**src/rtl/imem_access_arbiter.sv**
```systemverilog
// imem_access_arbiter: sole owner of the single-port synchronous instruction RAM.
// Shares the RAM between the core fetch unit (read-only) and the boot loader (write-only).
// The core is held in BOOT until the loader signals completion. In RUN, fetch has priority,
// and a starvation counter bounds how long the loader can be kept waiting.
//
// Ports:
//   clk, rst_n                 clock, asynchronous active-low reset
//   fetch_req/fetch_addr       core read request (byte address)
//   fetch_gnt                  comb: read accepted this cycle
//   fetch_rvalid/_rdata/_err   response, one cycle after the grant
//   ld_req/ld_addr/ld_wdata    loader write request (word index)
//   ld_gnt                     comb: write accepted this cycle
//   ld_done                    loader finished; leave BOOT
//   booting                    registered: 1 while in BOOT
//   mem_en/_we/_addr/_wdata    RAM request (comb)
//   mem_rdata                  RAM read data, one cycle after a read
module imem_access_arbiter #(
  parameter int unsigned AW       = 6,
  parameter int unsigned MAX_WAIT = 4,
  parameter logic [31:0] NOP_INSN = 32'h0000_0013,
  parameter bit          BOOT_EN  = 1'b1
) (
  input  logic          clk,
  input  logic          rst_n,
  input  logic          fetch_req,
  input  logic [31:0]   fetch_addr,
  output logic          fetch_gnt,
  output logic          fetch_rvalid,
  output logic [31:0]   fetch_rdata,
  output logic          fetch_err,
  input  logic          ld_req,
  input  logic [AW-1:0] ld_addr,
  input  logic [31:0]   ld_wdata,
  output logic          ld_gnt,
  input  logic          ld_done,
  output logic          booting,
  output logic          mem_en,
  output logic          mem_we,
  output logic [AW-1:0] mem_addr,
  output logic [31:0]   mem_wdata,
  input  logic [31:0]   mem_rdata
);

  localparam int unsigned WW = (MAX_WAIT < 1) ? 1 : $clog2(MAX_WAIT + 1);

  typedef enum logic [0:0] {StBoot, StRun} state_e;

  state_e        state_q, state_d;
  logic [WW-1:0] wait_cnt_q, wait_cnt_d;
  logic          rvalid_q, err_q;
  logic [31:0]   rdata_q;
  logic          fetch_legal;
  logic          starved;

  // Word-aligned and inside the 2**AW-word array.
  assign fetch_legal = (fetch_addr[1:0] == 2'b00) && (fetch_addr[31:AW+2] == '0);
  assign starved     = (wait_cnt_q == WW'(MAX_WAIT));

  always_comb begin
    state_d   = state_q;
    fetch_gnt = 1'b0;
    ld_gnt    = 1'b0;
    unique case (state_q)
      StBoot: begin
        ld_gnt = ld_req;
        if (ld_done) state_d = StRun;
      end
      StRun: begin
        fetch_gnt = fetch_req && !(ld_req && starved);
        ld_gnt    = ld_req && !fetch_gnt;
      end
      default: state_d = StBoot;
    endcase
  end

  // Counts consecutive cycles the loader asked and lost; saturates at MAX_WAIT.
  always_comb begin
    wait_cnt_d = '0;
    if (ld_req && !ld_gnt) begin
      wait_cnt_d = starved ? wait_cnt_q : wait_cnt_q + 1'b1;
    end
  end

  always_comb begin
    mem_en    = 1'b0;
    mem_we    = 1'b0;
    mem_addr  = '0;
    mem_wdata = '0;
    if (ld_gnt) begin
      mem_en    = 1'b1;
      mem_we    = 1'b1;
      mem_addr  = ld_addr;
      mem_wdata = ld_wdata;
    end else if (fetch_gnt && fetch_legal) begin
      mem_en   = 1'b1;
      mem_addr = fetch_addr[AW+1:2];
    end
  end

  always_ff @(posedge clk or negedge rst_n) begin
    if (!rst_n) begin
      state_q    <= BOOT_EN ? StBoot : StRun;
      wait_cnt_q <= '0;
      rvalid_q   <= 1'b0;
      err_q      <= 1'b0;
      rdata_q    <= '0;
    end else begin
      state_q    <= state_d;
      wait_cnt_q <= wait_cnt_d;
      rvalid_q   <= fetch_gnt;
      err_q      <= fetch_gnt && !fetch_legal;
      // Remember the last delivered word so rdata holds between responses.
      if (rvalid_q) rdata_q <= fetch_rdata;
    end
  end

  // RAM data arrives the cycle after the read, so the live response bypasses rdata_q.
  assign fetch_rdata  = rvalid_q ? (err_q ? NOP_INSN : mem_rdata) : rdata_q;
  assign fetch_rvalid = rvalid_q;
  assign fetch_err    = err_q;
  assign booting      = (state_q == StBoot);

endmodule
```
**config.mk**
```make
export PLATFORM = sky130hd
export DESIGN_NAME = imem_access_arbiter
export DESIGN_NICKNAME = d
export VERILOG_FILES = /design/src/rtl/imem_access_arbiter.sv
export SDC_FILE = /design/constraint.sdc
export NUM_CORES = 1
export LEC_CHECK = 0
export CORE_ASPECT_RATIO = 1.5
export CORE_MARGIN = 2
export CORE_UTILIZATION = 32
export CTS_BUF_LIST = sky130_fd_sc_hd__clkbuf_4 sky130_fd_sc_hd__clkbuf_8 sky130_fd_sc_hd__clkbuf_16
export DETAILED_ROUTE_END_ITERATION = 16
export PLACE_DENSITY = 0.91
export REMOVE_ABC_BUFFERS = 1
export SLEW_MARGIN = 20
export SYNTH_ARGS = -nofsm -noshare
export SYNTH_HDL_FRONTEND = slang
export SYNTH_SLANG_ARGS = --single-unit
```
**constraint.sdc**
```tcl
create_clock -name clk -period 1.84 [get_ports clk]
set_input_delay 0.46 -clock clk [delete_from_list [all_inputs] [get_ports clk]]
set_output_delay 0.46 -clock clk [all_outputs]
set_load 0.005 [all_outputs]
```
### Yosys cells after proc, flatten, opt, wreduce, memory -nomap -nowiden

Index checks and enable logic that the tools add are counted.

* add/sub/neg operators: 1
* eq/ne operators: 2
* muxes and demuxes: 14
* bitwise gates (word level): 1
* reductions and logical operators: 13

Operators by type and width (count)
* $mux 32: 3
* $logic_not 24->1: 1
* $mux 6: 2
* $logic_and 1x1->1: 7
* $mux 1: 6
* $mux 3: 2
* $logic_not 1->1: 4
* $add 3x1->3 const B: 1
* $eq 3x3->1 const B: 1
* $logic_not 2->1: 1
* $ne 2x2->1 const B: 1
* $pmux 1 s2: 1
* $not 1->1: 1

* bits in registers: 38
* bits of input ports: 107
* word-level logic and storage cells: 36
* output and inout port bits: 77

### Logic depth before layout (Yosys ltp)

* word-level depth: 10
* depth in mapped cells: 7
* depth with buffers taken out: 7

### Worst setup path before layout

Ideal clock, no wire load.

* path type: reg-to-output
* start point: register wait_cnt_q[0]
* end point: output mem_addr[0]
* path buffers: 1
* data required time: 1.380 ns
* data arrival time: 1.261 ns
* setup slack: 0.119 ns
* stages on the path, launching flop included: 8
* cells stage by stage: dfrtp_1 > inv_1 > ha_1 > nand3_1 > nand3_2 > buf_6 > and3_1 > a31o_1

* word-level cells in the longest chain between the ends: 8
* elaborated cells between the ends (all ways): 11
* classes of those cells: 1 x eq/ne; 4 x mux; 6 x reduce/logical

RTL lines
* start, declared: RTL line 49 `logic [WW-1:0] wait_cnt_q, wait_cnt_d;`
* start signal, assigned: RTL line 109 `wait_cnt_q <= wait_cnt_d;`
* $eq 3x3->1 (*): RTL line 57 `assign starved = (wait_cnt_q == WW'(MAX_WAIT));`
* $logic_and 1x1->1 (*): RTL line 69 `fetch_gnt = fetch_req && !(ld_req && starved);`
* $logic_not 1->1 (*): RTL line 69
* $logic_and 1x1->1 (*): RTL line 69
* $logic_not 1->1 or $mux 1 (tied branches): RTL line 70, 63
* $logic_and 1x1->1, on equally long branches: RTL line 70, 94
* $pmux 1 s2 or $mux 6 (tied branches): RTL line 63, 94
* $mux 6 (*): RTL line 89 `if (ld_gnt) begin`
* end, declared: RTL line 39 `output logic [AW-1:0] mem_addr,`

Every way passes the cells marked *; elsewhere a longest branch is shown, timed or not.

### Final worst setup path

* start point: input fetch_addr[20]
* end point: output mem_addr[4]

* word-level cells in the longest chain between the ends: 5

RTL lines
* start, declared: RTL line 26 `input logic [31:0] fetch_addr,`
* $logic_not 24->1: RTL line 56 `assign fetch_legal = (fetch_addr[1:0] == 2'b00) && (fetch_addr[31:AW+2] == '0);`
* $logic_and 1x1->1: RTL line 56
* $logic_and 1x1->1: RTL line 94 `end else if (fetch_gnt && fetch_legal) begin`
* $mux 6: RTL line 94
* $mux 6: RTL line 89

Every way passes these cells.

==> impl_metrics.sql <==
INSERT INTO impl_metrics (metric_group, metric, value, unit) VALUES
('status', 'status', 'complete, but fails checks', ''),
('status', 'violated_checks', 'setup timing', ''),
('setup_path', 'worst-r2r-setup-slack', '390', 'ps'),
('synthesis', 'synth_seq_cells', '38', ''),
('timing', 'timing.final.crit_share', '117', '%'),
('grt', 'first_global_vias', '2789', ''),
('route', 'drcViolationCount', '0', ''),
('synthesis', 'synth-edff-count', '0', ''),
('clock_network', 'tritoncts', 'done', ''),
('synthesis', 'synth_cell_types', '25', ''),
('synthesis', 'synth_simple_gate_area_share', '22.8', '%'),
('route', 'routed_wire_length_per_instance', '18.1', 'um'),
('timing', 'final.hold.worst_slack', '232', 'ps'),
('timing', 'setup_viol_count_final', '71', ''),
('synthesis', 'post_synth_arst_share', '100', '%'),
('synthesis', 'post_synth_instance_area', '0.00209', 'mm2'),
('synthesis', 'synth_warnings', '0', ''),
('timing', 'drv_slew', '0', ''),
('route', 'ant_nets', '0', ''),
('route', 'viasPerCell', '5.06', ''),
('clock_network', 'clock_tree.buffer_depth', '2', ''),
('setup_path', 'timing.critical_path.fanout_max', '4', ''),
('synthesis', 'synth_sequential_area_ratio', '45.4', '%'),
('grt', 'global_route_wire_length_before_repair', '13.6', 'mm'),
('grt', 'grt_start_max_net_pins', '42', ''),
('clock_network', 'clock_sink_count', '38', ''),
('synthesis', 'most_used_standard_cells_in_the_synthesized_netlist', '58 x sky130_fd_sc_hd__o21ai_0, 39 x sky130_fd_sc_hd__and3_1, 38 x sky130_fd_sc_hd__dfrtp_1, 32 x sky130_fd_sc_hd__inv_1, 29 x sky130_fd_sc_hd__nand2_1', ''),
('setup_path', 'length_in_cells_of_the_worst_reg_to_reg_path', '7', ''),
('synthesis', 'synthesis.instances', '252', ''),
('setup_path', 'cpMaxStageDelayCell', 'sky130_fd_sc_hd__nor4_2', ''),
('setup_path', 'cell_by_cell_listing_of_the_critical_path', 'clkdlybuf4s15_1, nor4_2, nand3_1, nor2_4, buf_6, buf_6, a31o_1, buf_2', ''),
('floorplan', 'std_cell_rows', '36', ''),
('synthesis', 'synth_top_area_cell', 'sky130_fd_sc_hd__dfrtp_1', ''),
('flow_run', 'timing.max_cap.violations', '0', ''),
('setup_path', 'worstSetupStartpointType', 'input port', ''),
('setup_path', 'critical_path.max_stage_delay', '270', 'ps'),
('route', 'vias', '2893', ''),
('finish', 'final_core_util', '76.2', '%'),
('synthesis', 'synth_top_area_share', '45.4', '%'),
('finish', 'antenna-diode-count', '0', ''),
('setup_path', 'timing_worst_setup_path_type', 'input port to output port', ''),
('pwr', 'leakagePower', '0.00257', 'uW'),
('route', 'wl_met3', '790', 'um'),
('synthesis', 'post_synth_fa_ha_maj_area_fraction', '1.20', '%'),
('timing', 'final.setup.worst_slack', '-314', 'ps'),
('timing', 'rsz0062_at_grt', 'yes', ''),
('floorplan', 'die_area', '0.00722', 'mm2'),
('clock_network', 'cts_htree_levels', '2', ''),
('clock_network', 'root_buffer', 'sky130_fd_sc_hd__clkbuf_8', ''),
('timing', 'relSlewSlack', '68.1', '%'),
('place', 'routability_congestion', '0.772', ''),
('grt', 'global_route.usage.total', '24.3', '%'),
('floorplan', 'die-height', '103', 'um'),
('setup_path', 'crit-reg2reg-capture', 'rdata_q[26]$_DFFE_PN0P_', ''),
('place', 'post-place-ws', '-886', 'ps'),
('grt', 'antenna_violations_before_repair', '0', ''),
('setup_path', 'r2r-start', 'fetch_rvalid$_DFF_PN0_', ''),
('pwr', 'power.ir.vdd_worst', '0.357', 'mV'),
('floorplan', 'core_region_area', '0.00640', 'mm2'),
('finish', 'fin_nets', '604', ''),
('finish', 'fraction_of_layout_cells_with_a_size_suffix_above_1', '49.4', '%'),
('route', 'drtIter0Drc', '154', ''),
('route', 'routed-wl-met2', '5.59', 'mm'),
('floorplan', 'start_util', '32.7', '%'),
('clock_network', 'numCtsBuffers', '5', ''),
('route', 'drt_pre_antenna_iters', '4', ''),
('timing', 'timing.clock.skew', '6.31', 'ps'),
('route', 'drt-total-wl', '10.4', 'mm'),
('pwr', 'total_power', '2380', 'uW'),
('pwr', 'cellPowerDensity', '489', 'mW/mm2'),
('timing', 'hold_viol_final', '0', '');
## cells by family after synthesis
group / after synthesis
compound gates: 71
fa+ha+maj: 2
buf+inv: 52
simple gates: 88
flops: 38
xor+xnor: 1
## stage by stage
stage / area [um2] / instances
after global routing: 4870 / 572
after global placement: 4070 / 506
after CTS: 4540 / 550
after detailed placement: 4070 / 506
final: 4870 / 572
after floorplan: 1990 / 233
## critical path: cells and delay by family
kind / cells / cell delay (ps)
buffers and inverters: 4 / 490
AOI/OAI and AO/OA: 1 / 130
and+or+nand+nor: 3 / 610
## sequential cells by signal, indices dropped and copies added (netlist names)
signal and count:
fetch_rvalid 1, rdata_q 32, state_q 1, wait_cnt_q 3
fetch_err 1
## worst max-delay path by stage
| stage | startpoint | endpoint | slack [ps] |
|---|---|---|---|
| after floorplan | fetch_rvalid$_DFF_PN0_ | fetch_rdata[10] | -570 |
| final | fetch_addr[20] | mem_addr[4] | -310 |
| after detailed placement | fetch_addr[13] | mem_addr[3] | -890 |
| after CTS | wait_cnt_q[1]$_DFFE_PN0P_ | mem_addr[5] | -370 |
| after global routing | wait_cnt_q[0]$_DFFE_PN0P_ | mem_addr[5] | -380 |
| after global placement | fetch_addr[13] | mem_addr[5] | -830 |
## report_power, final
part | switching [uW] | internal [uW] | total (uW) | leakage, uW
clock network | 292 | 301 | 593 | 0.0000472
registers | 24.1 | 896 | 920 | 0.000479
logic | 368 | 501 | 869 | 0.00204
total | 684 | 1700 | 2380 | 0.00257
## layout make-up
| cell class | instances | area (um2) |
|---|---|---|
| clock buffers | 6 | 82.6 |
| clock inverters | 2 | 12.5 |
| fillers | 422 | 1520 |
| inverters | 33 | 129 |
| multi-input cells | 162 | 1310 |
| flip-flops and latches | 38 | 952 |
| well taps | 76 | 95.1 |
| repair buffers | 255 | 2290 |
## per-layer routing
layer | track usage [%] | vias up
met3 | 4.50 | 10
met4 | 6.07 | 0
met5 | 0 | -
li1 | - | 1342
met2 | 45.5 | 179
met1 | 28.5 | 1362
## layout by cell type, fill, tap and decap left out, types with 2 or more instances in the layout
cell	instances
sky130_fd_sc_hd__dlygate4sd2_1	6
sky130_fd_sc_hd__dfrtp_1	37
sky130_fd_sc_hd__buf_4	27
sky130_fd_sc_hd__nor2_1	4
sky130_fd_sc_hd__buf_6	34
sky130_fd_sc_hd__buf_12	8
sky130_fd_sc_hd__buf_16	2
sky130_fd_sc_hd__clkbuf_8	6
sky130_fd_sc_hd__inv_1	32
sky130_fd_sc_hd__o22a_1	6
sky130_fd_sc_hd__clkdlybuf4s50_1	77
sky130_fd_sc_hd__o21ai_2	22
sky130_fd_sc_hd__nor4_2	4
sky130_fd_sc_hd__o21ai_1	7
sky130_fd_sc_hd__nor4_1	2
sky130_fd_sc_hd__o21ai_0	29
sky130_fd_sc_hd__and3_1	25
sky130_fd_sc_hd__buf_2	66
sky130_fd_sc_hd__and3_4	14
sky130_fd_sc_hd__nand2_2	3
sky130_fd_sc_hd__nand2_4	25
sky130_fd_sc_hd__dlymetal6s2s_1	3
sky130_fd_sc_hd__clkbuf_2	16
sky130_fd_sc_hd__buf_8	4
sky130_fd_sc_hd__clkdlybuf4s15_1	10
sky130_fd_sc_hd__a31o_1	6
## repair_timing
| action | in CTS | in global routing |
|---|---|---|
| buffers inserted | 31 | 26 |
| cloned | 5 | 2 |
| pin swaps | 27 | 34 |
| hold buffers | 0 | 0 |
| resized for setup | 402 | 137 |
| endpoints found under the setup margin | 75 | 73 |
(Power assumes the default switching activity.)
